==> config.mk <==
export PLATFORM = sky130hd
export DESIGN_NAME = rpn_stack_alu
export DESIGN_NICKNAME = d
export VERILOG_FILES = /design/src/rtl/rpn_stack_alu.sv
export SDC_FILE = /design/constraint.sdc
export NUM_CORES = 1
export LEC_CHECK = 0
export ABC_AREA = 1
export BUFFER_PORTS_ARGS = -buffer_cell sky130_fd_sc_hd__buf_4
export CORE_MARGIN = 3
export CORE_UTILIZATION = 40
export CTS_CLUSTER_SIZE = 16
export DETAILED_ROUTE_END_ITERATION = 10
export HOLD_SLACK_MARGIN = 0.02
export SYNTH_ARGS = -nofsm -noshare
export SYNTH_HDL_FRONTEND = slang
export SYNTH_SLANG_ARGS = --single-unit
==> constraint.sdc <==
create_clock -name CLOCK_50 -period 5.6 [get_ports CLOCK_50]
set_clock_uncertainty 0.05 [all_clocks]
set_input_delay 1.12 -clock CLOCK_50 [delete_from_list [all_inputs] [get_ports CLOCK_50]]
set_output_delay 1.12 -clock CLOCK_50 [all_outputs]
set_load 0.03 [all_outputs]
==> src/rtl/rpn_stack_alu.sv <==
// rpn_stack_alu: RPN evaluation stack with ALU; TOS in a register, lower entries in a sync-read array.
// Define RPN_MUL_EN to build the multiplier; otherwise MUL reports illegal.
module rpn_stack_alu #(
  parameter int DATA_W = 8,
  parameter int DEPTH = 16,
  localparam int AW = $clog2(DEPTH)
) (
  input  logic              CLOCK_50,
  input  logic              reset_n,
  input  logic              cmd_valid,
  input  logic [2:0]        cmd_op,
  input  logic [DATA_W-1:0] cmd_data,
  output logic              cmd_ready,
  output logic [DATA_W-1:0] top,
  output logic [AW:0]       depth,
  output logic              empty,
  output logic              full,
  output logic [2:0]        err
);
  localparam logic [2:0] OP_PUSH = 3'd0, OP_POP = 3'd1, OP_ADD = 3'd2, OP_SUB = 3'd3,
                         OP_MUL = 3'd4, OP_DUP = 3'd5, OP_SWAP = 3'd6, OP_CLR = 3'd7;
  typedef enum logic [1:0] {S_IDLE, S_FETCH, S_EXEC} state_t;
  state_t state, state_nx;
  logic [DATA_W-1:0] mem [DEPTH-1];
  logic [DATA_W-1:0] rd_data, res;
  logic [AW-1:0] rd_addr, wr_addr;
  logic [2:0] op_q;
  logic accept, few, ovf, unf, ill, bad, nos_op, wr_en;
`ifdef RPN_MUL_EN
  logic [2*DATA_W-1:0] prod;
`endif
  assign cmd_ready = state == S_IDLE;
  assign empty = depth == '0;
  assign full = depth == (AW+1)'(DEPTH);
  always_comb begin
    accept = cmd_valid && state == S_IDLE;
    few = depth < (AW+1)'(2);
    ovf = (cmd_op == OP_PUSH || cmd_op == OP_DUP) && full;
    unf = ((cmd_op == OP_POP || cmd_op == OP_DUP) && empty) ||
          ((cmd_op == OP_ADD || cmd_op == OP_SUB || cmd_op == OP_MUL || cmd_op == OP_SWAP) && few);
`ifdef RPN_MUL_EN
    ill = 1'b0;
    prod = rd_data * top;
`else
    ill = cmd_op == OP_MUL && !unf;
`endif
    bad = ovf || unf || ill;
    nos_op = cmd_op inside {OP_POP, OP_ADD, OP_SUB, OP_MUL, OP_SWAP};
    state_nx = state == S_IDLE ? ((accept && !bad && nos_op) ? S_FETCH : S_IDLE) :
               state == S_FETCH ? S_EXEC : S_IDLE;
    res = op_q == OP_ADD ? rd_data + top :
          op_q == OP_SUB ? rd_data - top :
`ifdef RPN_MUL_EN
          op_q == OP_MUL ? prod[DATA_W-1:0] :
`endif
          (op_q == OP_POP && depth == (AW+1)'(1)) ? '0 : rd_data;
    wr_en = (accept && !bad && (cmd_op == OP_PUSH || cmd_op == OP_DUP) && !empty) ||
            (state == S_EXEC && op_q == OP_SWAP);
    wr_addr = state == S_EXEC ? rd_addr : AW'(depth - (AW+1)'(1));
  end
  always_ff @(posedge CLOCK_50 or negedge reset_n) begin
    if (!reset_n) begin
      state <= S_IDLE;
      top <= '0;
      depth <= '0;
      err <= '0;
      op_q <= OP_PUSH;
      rd_addr <= '0;
    end else begin
      state <= state_nx;
      if (accept) begin
        op_q <= cmd_op;
        rd_addr <= few ? '0 : AW'(depth - (AW+1)'(2));
        if (bad) err <= err | {ill, unf, ovf};
        else if (cmd_op == OP_PUSH) begin
          top <= cmd_data;
          depth <= depth + 1'b1;
        end else if (cmd_op == OP_DUP) depth <= depth + 1'b1;
        else if (cmd_op == OP_CLR) begin
          top <= '0;
          depth <= '0;
          err <= '0;
        end
      end
      if (state == S_EXEC) begin
        top <= res;
        if (op_q != OP_SWAP) depth <= depth - 1'b1;
      end
    end
  end
  // Array has no reset: contents at or above depth-1 are never observed.
  always_ff @(posedge CLOCK_50) begin
    if (wr_en) mem[wr_addr] <= top;
    rd_data <= mem[rd_addr];
  end
endmodule

# --- Word level (Yosys, flattened, before mapping) ---
# Memory sizes are Yosys's and may differ from the RTL's. A register that Yosys moved wholly into a read port is not among the register bits.
# Index checks and enable logic that the tools add are counted.
word_totals:
  inputBits: 14
  elab_cells: 93
  n_memories: 1
  out_inout_bits: 19
  ff_bits: 25
  ram_bits: 120
mem_list:
  columns: ["name", "words", "width", "rd", "rd_clocked_by_memory_dff", "wr", "line", "source"]
  rows:
  - ["mem", 15, 8, 1, 1, 1, "24", "logic [DATA_W-1:0] mem [DEPTH-1];"]
op_classes:
  addsub: 5
  bitwise: 1
  muxes: 27
  reduce_logical: 32
  n_lt_le_gt_ge: 1
  eq_ne: 20
op_table:
  columns: ["cell", "count"]
  rows:
  - ["$mux W8", 9]
  - ["$mux W5", 7]
  - ["$eq A3 B3 Y1 const B", 5]
  - ["$eq A3 B2 Y1 const B", 4]
  - ["$mux W3", 4]
  - ["$logic_and A1 B1 Y1", 11]
  - ["$logic_or A1 B1 Y1", 9]
  - ["$add A8 B8 Y8", 1]
  - ["$mux W4", 2]
  - ["$reduce_and A4 Y1", 2]
  - ["$sub A8 B8 Y8", 1]
  - ["$eq A3 B1 Y1 const B", 2]
  - ["$add A5 B1 Y5 const B", 1]
  - ["$eq A5 B1 Y1 const B", 1]
  - ["$eq A5 B5 Y1 const B", 1]
  - ["$logic_not A5 Y1", 1]
  - ["$lt A5 B2 Y1 const B", 1]
  - ["$reduce_bool A5 Y1", 1]
  - ["$sub A5 B1 Y5 const B", 1]
  - ["$mux W2", 2]
  - ["$ne A2 B2 Y1 const B", 2]
  - ["$reduce_bool A2 Y1", 2]
  - ["$sub A4 B2 Y4 const B", 1]
  - ["$logic_not A1 Y1", 3]
  - ["other kinds (10)", 12]

# --- Depth between registers and ports, before layout ---
depth:
  ltp_word: 16
  ltp_mapped: 14

# --- Least setup slack after synthesis ---
# Ideal clock, no wire load.
synth_path:
  path_type: "input -> register"
  startpoint: "in cmd_op[1]"
  endpoint: "mem mem[0][0], enable pin"
  arrival_ns: 2.330
  stages: 10
  setup_ns: 0.370
  path_slack_ns: 2.849
  n_path_buf: 0
  cell_sequence: "inv_1 > nand3_1 > nand2_4 > nand2_2 > nand3_4 > nor2_4 > nand3_2 > nand2_4 > nand2_4 > nor2_1"
synth_via:
  elab_chain_cells: 16
  word_cells_on_any_way: 27
synth_lines:
  columns: ["element", "line", "source"]
  rows:
  - ["from (decl)", "11", "input logic [2:0] cmd_op,"]
  - ["$eq A3 B2 Y1", "40", "((cmd_op == OP_ADD || cmd_op == OP_SUB || cmd_op == OP_MUL || cmd_op == OP_SWAP) && few);"]
  - ["$logic_or A1 B1 Y1 (3 in series)", "40", null]
  - ["$logic_and A1 B1 Y1", "40", null]
  - ["$logic_or A1 B1 Y1", "39", "unf = ((cmd_op == OP_POP || cmd_op == OP_DUP) && empty) ||"]
  - ["$logic_not A1 Y1", "45", "ill = cmd_op == OP_MUL && !unf;"]
  - ["$logic_and A1 B1 Y1", "45", null]
  - ["$logic_or A1 B1 Y1", "47", "bad = ovf || unf || ill;"]
  - ["$logic_not A1 Y1", "57", "wr_en = (accept && !bad && (cmd_op == OP_PUSH || cmd_op == OP_DUP) && !empty) ||"]
  - ["$logic_and A1 B1 Y1", "57", null]
  - ["$logic_and A1 B1 Y1 (*) (2 in series)", "57", null]
  - ["$logic_or A1 B1 Y1 (*)", "57", null]
  - ["$mux W1 (*)", "93", "if (wr_en) mem[wr_addr] <= top;"]
  - ["$mux W1 (implied by the code) (*)", "93", null]
  - ["to (decl)", "24", null]
# Every way passes the cells marked *; elsewhere a longest branch is shown, timed or not.

# --- Final worst setup path ---
layout_path:
  startpoint: "reg rd_addr[1]"
  endpoint: "mem mem[3][2], enable pin"
layout_via:
  elab_chain_cells: 1
layout_lines:
  columns: ["element", "line", "source"]
  rows:
  - ["from (decl)", "26", "logic [AW-1:0] rd_addr, wr_addr;"]
  - ["from (signal assigned)", "73", "rd_addr <= few ? '0 : AW'(depth - (AW+1)'(2));"]
  - ["$mux W4", "59", "wr_addr = state == S_EXEC ? rd_addr : AW'(depth - (AW+1)'(1));"]
# No other way between the ends.

==> flow_metrics.tcl <==
set metrics [dict create \
    grt_pass1_vias 5581 \
    mostFrequentLayoutCell "nand2_1" \
    finalSetupViolCount 0 \
    n_antenna_cell 0 \
    synth_ff_type "edfxtp_1" \
    setup_ws_ns 2.24 \
    cts_resized 0 \
    cts-root-buf "clkbuf_16" \
    path_class "register to register" \
    crit_fanout 36 \
    dr.pass1.iters 5 \
    reg2reg_slack_ns 2.24 \
    tightest_slew_ns 1.01 \
    final_cell_mix "nand2_1, edfxtp_1, nor2_1, inv_1, o21ai_0" \
    use_met1_pct 28.9 \
    power_mw 5.21 \
    rows 49 \
    critPathArrivalTime_ns 3.37 \
    synth.avg_cell_area_um2 9.94 \
    synthesis.area_um2 7480 \
    grt_start_max_net_pins 59 \
    setup_tns_ns 0 \
    grt_util_met2_pct 31.0 \
    hp-class "register to register" \
    synth_cell_types 38 \
    ys_ff_latch 153 \
    cts_setup_buffers 0 \
    antenna_found_initial 0 \
    cap_violations 0 \
    rsz0062_at_grt "no" \
    clk_path_buf_depth 2 \
    whs_path_depth 1 \
    place_congestion 0.985 \
    cts_htree_levels 4 \
    cts_sinks 153 \
    top_usage_layer "met2" \
    clk_latency_ns 0.43 \
    ys.warnings.count 0 \
    hold_buffers 0 \
    drc_errors 0 \
    r2r_cells 6 \
    dieArea_um2 20400 \
    drtIter0Drc 652 \
    route.antenna.remaining_nets 0 \
    p_leak_nw 3.45 \
    wire_per_inst_um 19.3 \
    multiInputGateArea_um2 2700 \
    start_util_pct 41.2 \
    netlist_instances 752 \
    hold_end "state[1]" \
    async_flop_share_pct 16.3 \
    routed_via_density 5.58 \
    relSlewSlack_pct 32.8 \
    crit-reg2reg-launch "rd_addr[1]" \
    synth_enable_flop_cells 120 \
    portBuffers 32 \
    grt_usage_pct 20.3 \
    r2r-end "mem[3][2]" \
    finalHoldViolCount 0 \
    grt_pass1_wl_um 31400 \
    ios 33 \
    max_freq_ghz 0.298 \
    dp_slack_ns 2.25 \
    layout-drive-gt1-share_pct 13.7 \
    die_w_um 143 \
    syn_nets 789 \
    final.min_clock_period_ns 3.36 \
    status "completed" \
    final_core_util_pct 47.3 \
    cp.required_ns 5.61 \
    die_y_um 143 \
    grt_overflow 0 \
    path_clk_slew_ns 0.06 \
    area_growth_pct 14.9 \
    layout.nets 820 \
    cts_made_buffers 17 \
    layout.area.seq_um2 4390 \
    ir_worst_vdd_mv 0.279 \
    cts_tree "done" \
    drt-total-wl_um 19800 \
    critPathCaptureType "register" \
    num_vias 5718 \
    fp.coreArea_um2 18100 \
    nFillCells 1672 \
    post-route-period-util_pct 60.0 \
    min_from "state[1]" \
    hpwl_um 13200 \
    powerDensity_nw_per_um2 606 \
    slew_violations 0 \
    ys_seq_area_share_pct 58.7 \
    start_kind "register" \
    grt.met3_usage_pct 4.05 \
]
## worst max-delay path, stage by stage, from the launching register on
cell and delay [ns]:
dfrtp_1 0.97, inv_1 0.70, o21ai_2 0.35, inv_1 0.09
nor2_1 0.19, nand2_4 0.12, nor2_1 0.51
## worst max-delay path by stage
stage,from,to,cells after the start
2_1_floorplan,cmd_op[1],mem[0][0],10
3_3_place_gp,cmd_op[1],mem[4][1],11
3_5_place_dp,rd_addr[1],mem[3][2],6
4_1_cts,rd_addr[1],mem[3][5],6
5_1_grt,rd_addr[1],mem[3][1],6
6_report,rd_addr[1],mem[3][2],6
## cell type report
class / count / share of cell area [%]
well taps: 229 / 3.34
clock buffers: 19 / 5.16
inverters: 74 / 3.23
flip-flops and latches: 153 / 51.1
repair buffers: 40 / 3.50
clock inverters: 13 / 2.23
multi-input cells: 497 / 31.4
## layer usage
layer	up-vias	wire length, um
met5	-	0
met2	255	9270
li1	2676	-
met4	0	484
met3	40	1180
met1	2747	8850
## cells in the mapped netlist, drive strengths merged (9+ instances only)
library cell  count  area [um^2]
ha               21          263
o211ai           12         90.1
o221ai           16          140
inv              73          274
nand3            58          338
nand2           148          621
o21ai            81          413
clkbuf           21         78.8
a21oi            29          156
dfrtp            25          626
edfxtp          120         3600
nor2             97          422
nand4             9         56.3
## metrics by stage
stage               cells  hold slack [ns]  instance area [um^2]
floorplan             752            0.371                  7480
global placement      993            0.381                  7950
detailed placement    993            0.394                  7950
CTS                  1025            0.402                  8590
global route         1025            0.426                  8590
finish               1025            0.397                  8590
## power breakdown
part	switching, mW	total [mW]	internal [mW]
combinational	1.55	2.24	0.683
clock	0.466	1.23	0.763
sequential	0.247	1.74	1.50
total	2.27	5.21	2.94
## sequential cells by signal, indices dropped and copies added (netlist names)
name / count
depth: 5
err: 3
mem: 120
op_q: 3
rd_addr: 4
rd_data: 8
state: 2
top: 8
## cells by family (layout without fill, tap and decap cells)
kind of cell | Yosys count | in the layout | synth area share (%)
AO/OA/AOI/OAI | 152 | 152 | 12.0
adder cells (fa/ha/maj) | 23 | 23 | 4.05
XOR/XNOR | 4 | 4 | 0.469
flip-flops | 153 | 153 | 58.7
buffers and inverters | 102 | 146 | 5.17
AND/OR/NAND/NOR | 318 | 318 | 19.6
(Power assumes the default switching activity.)
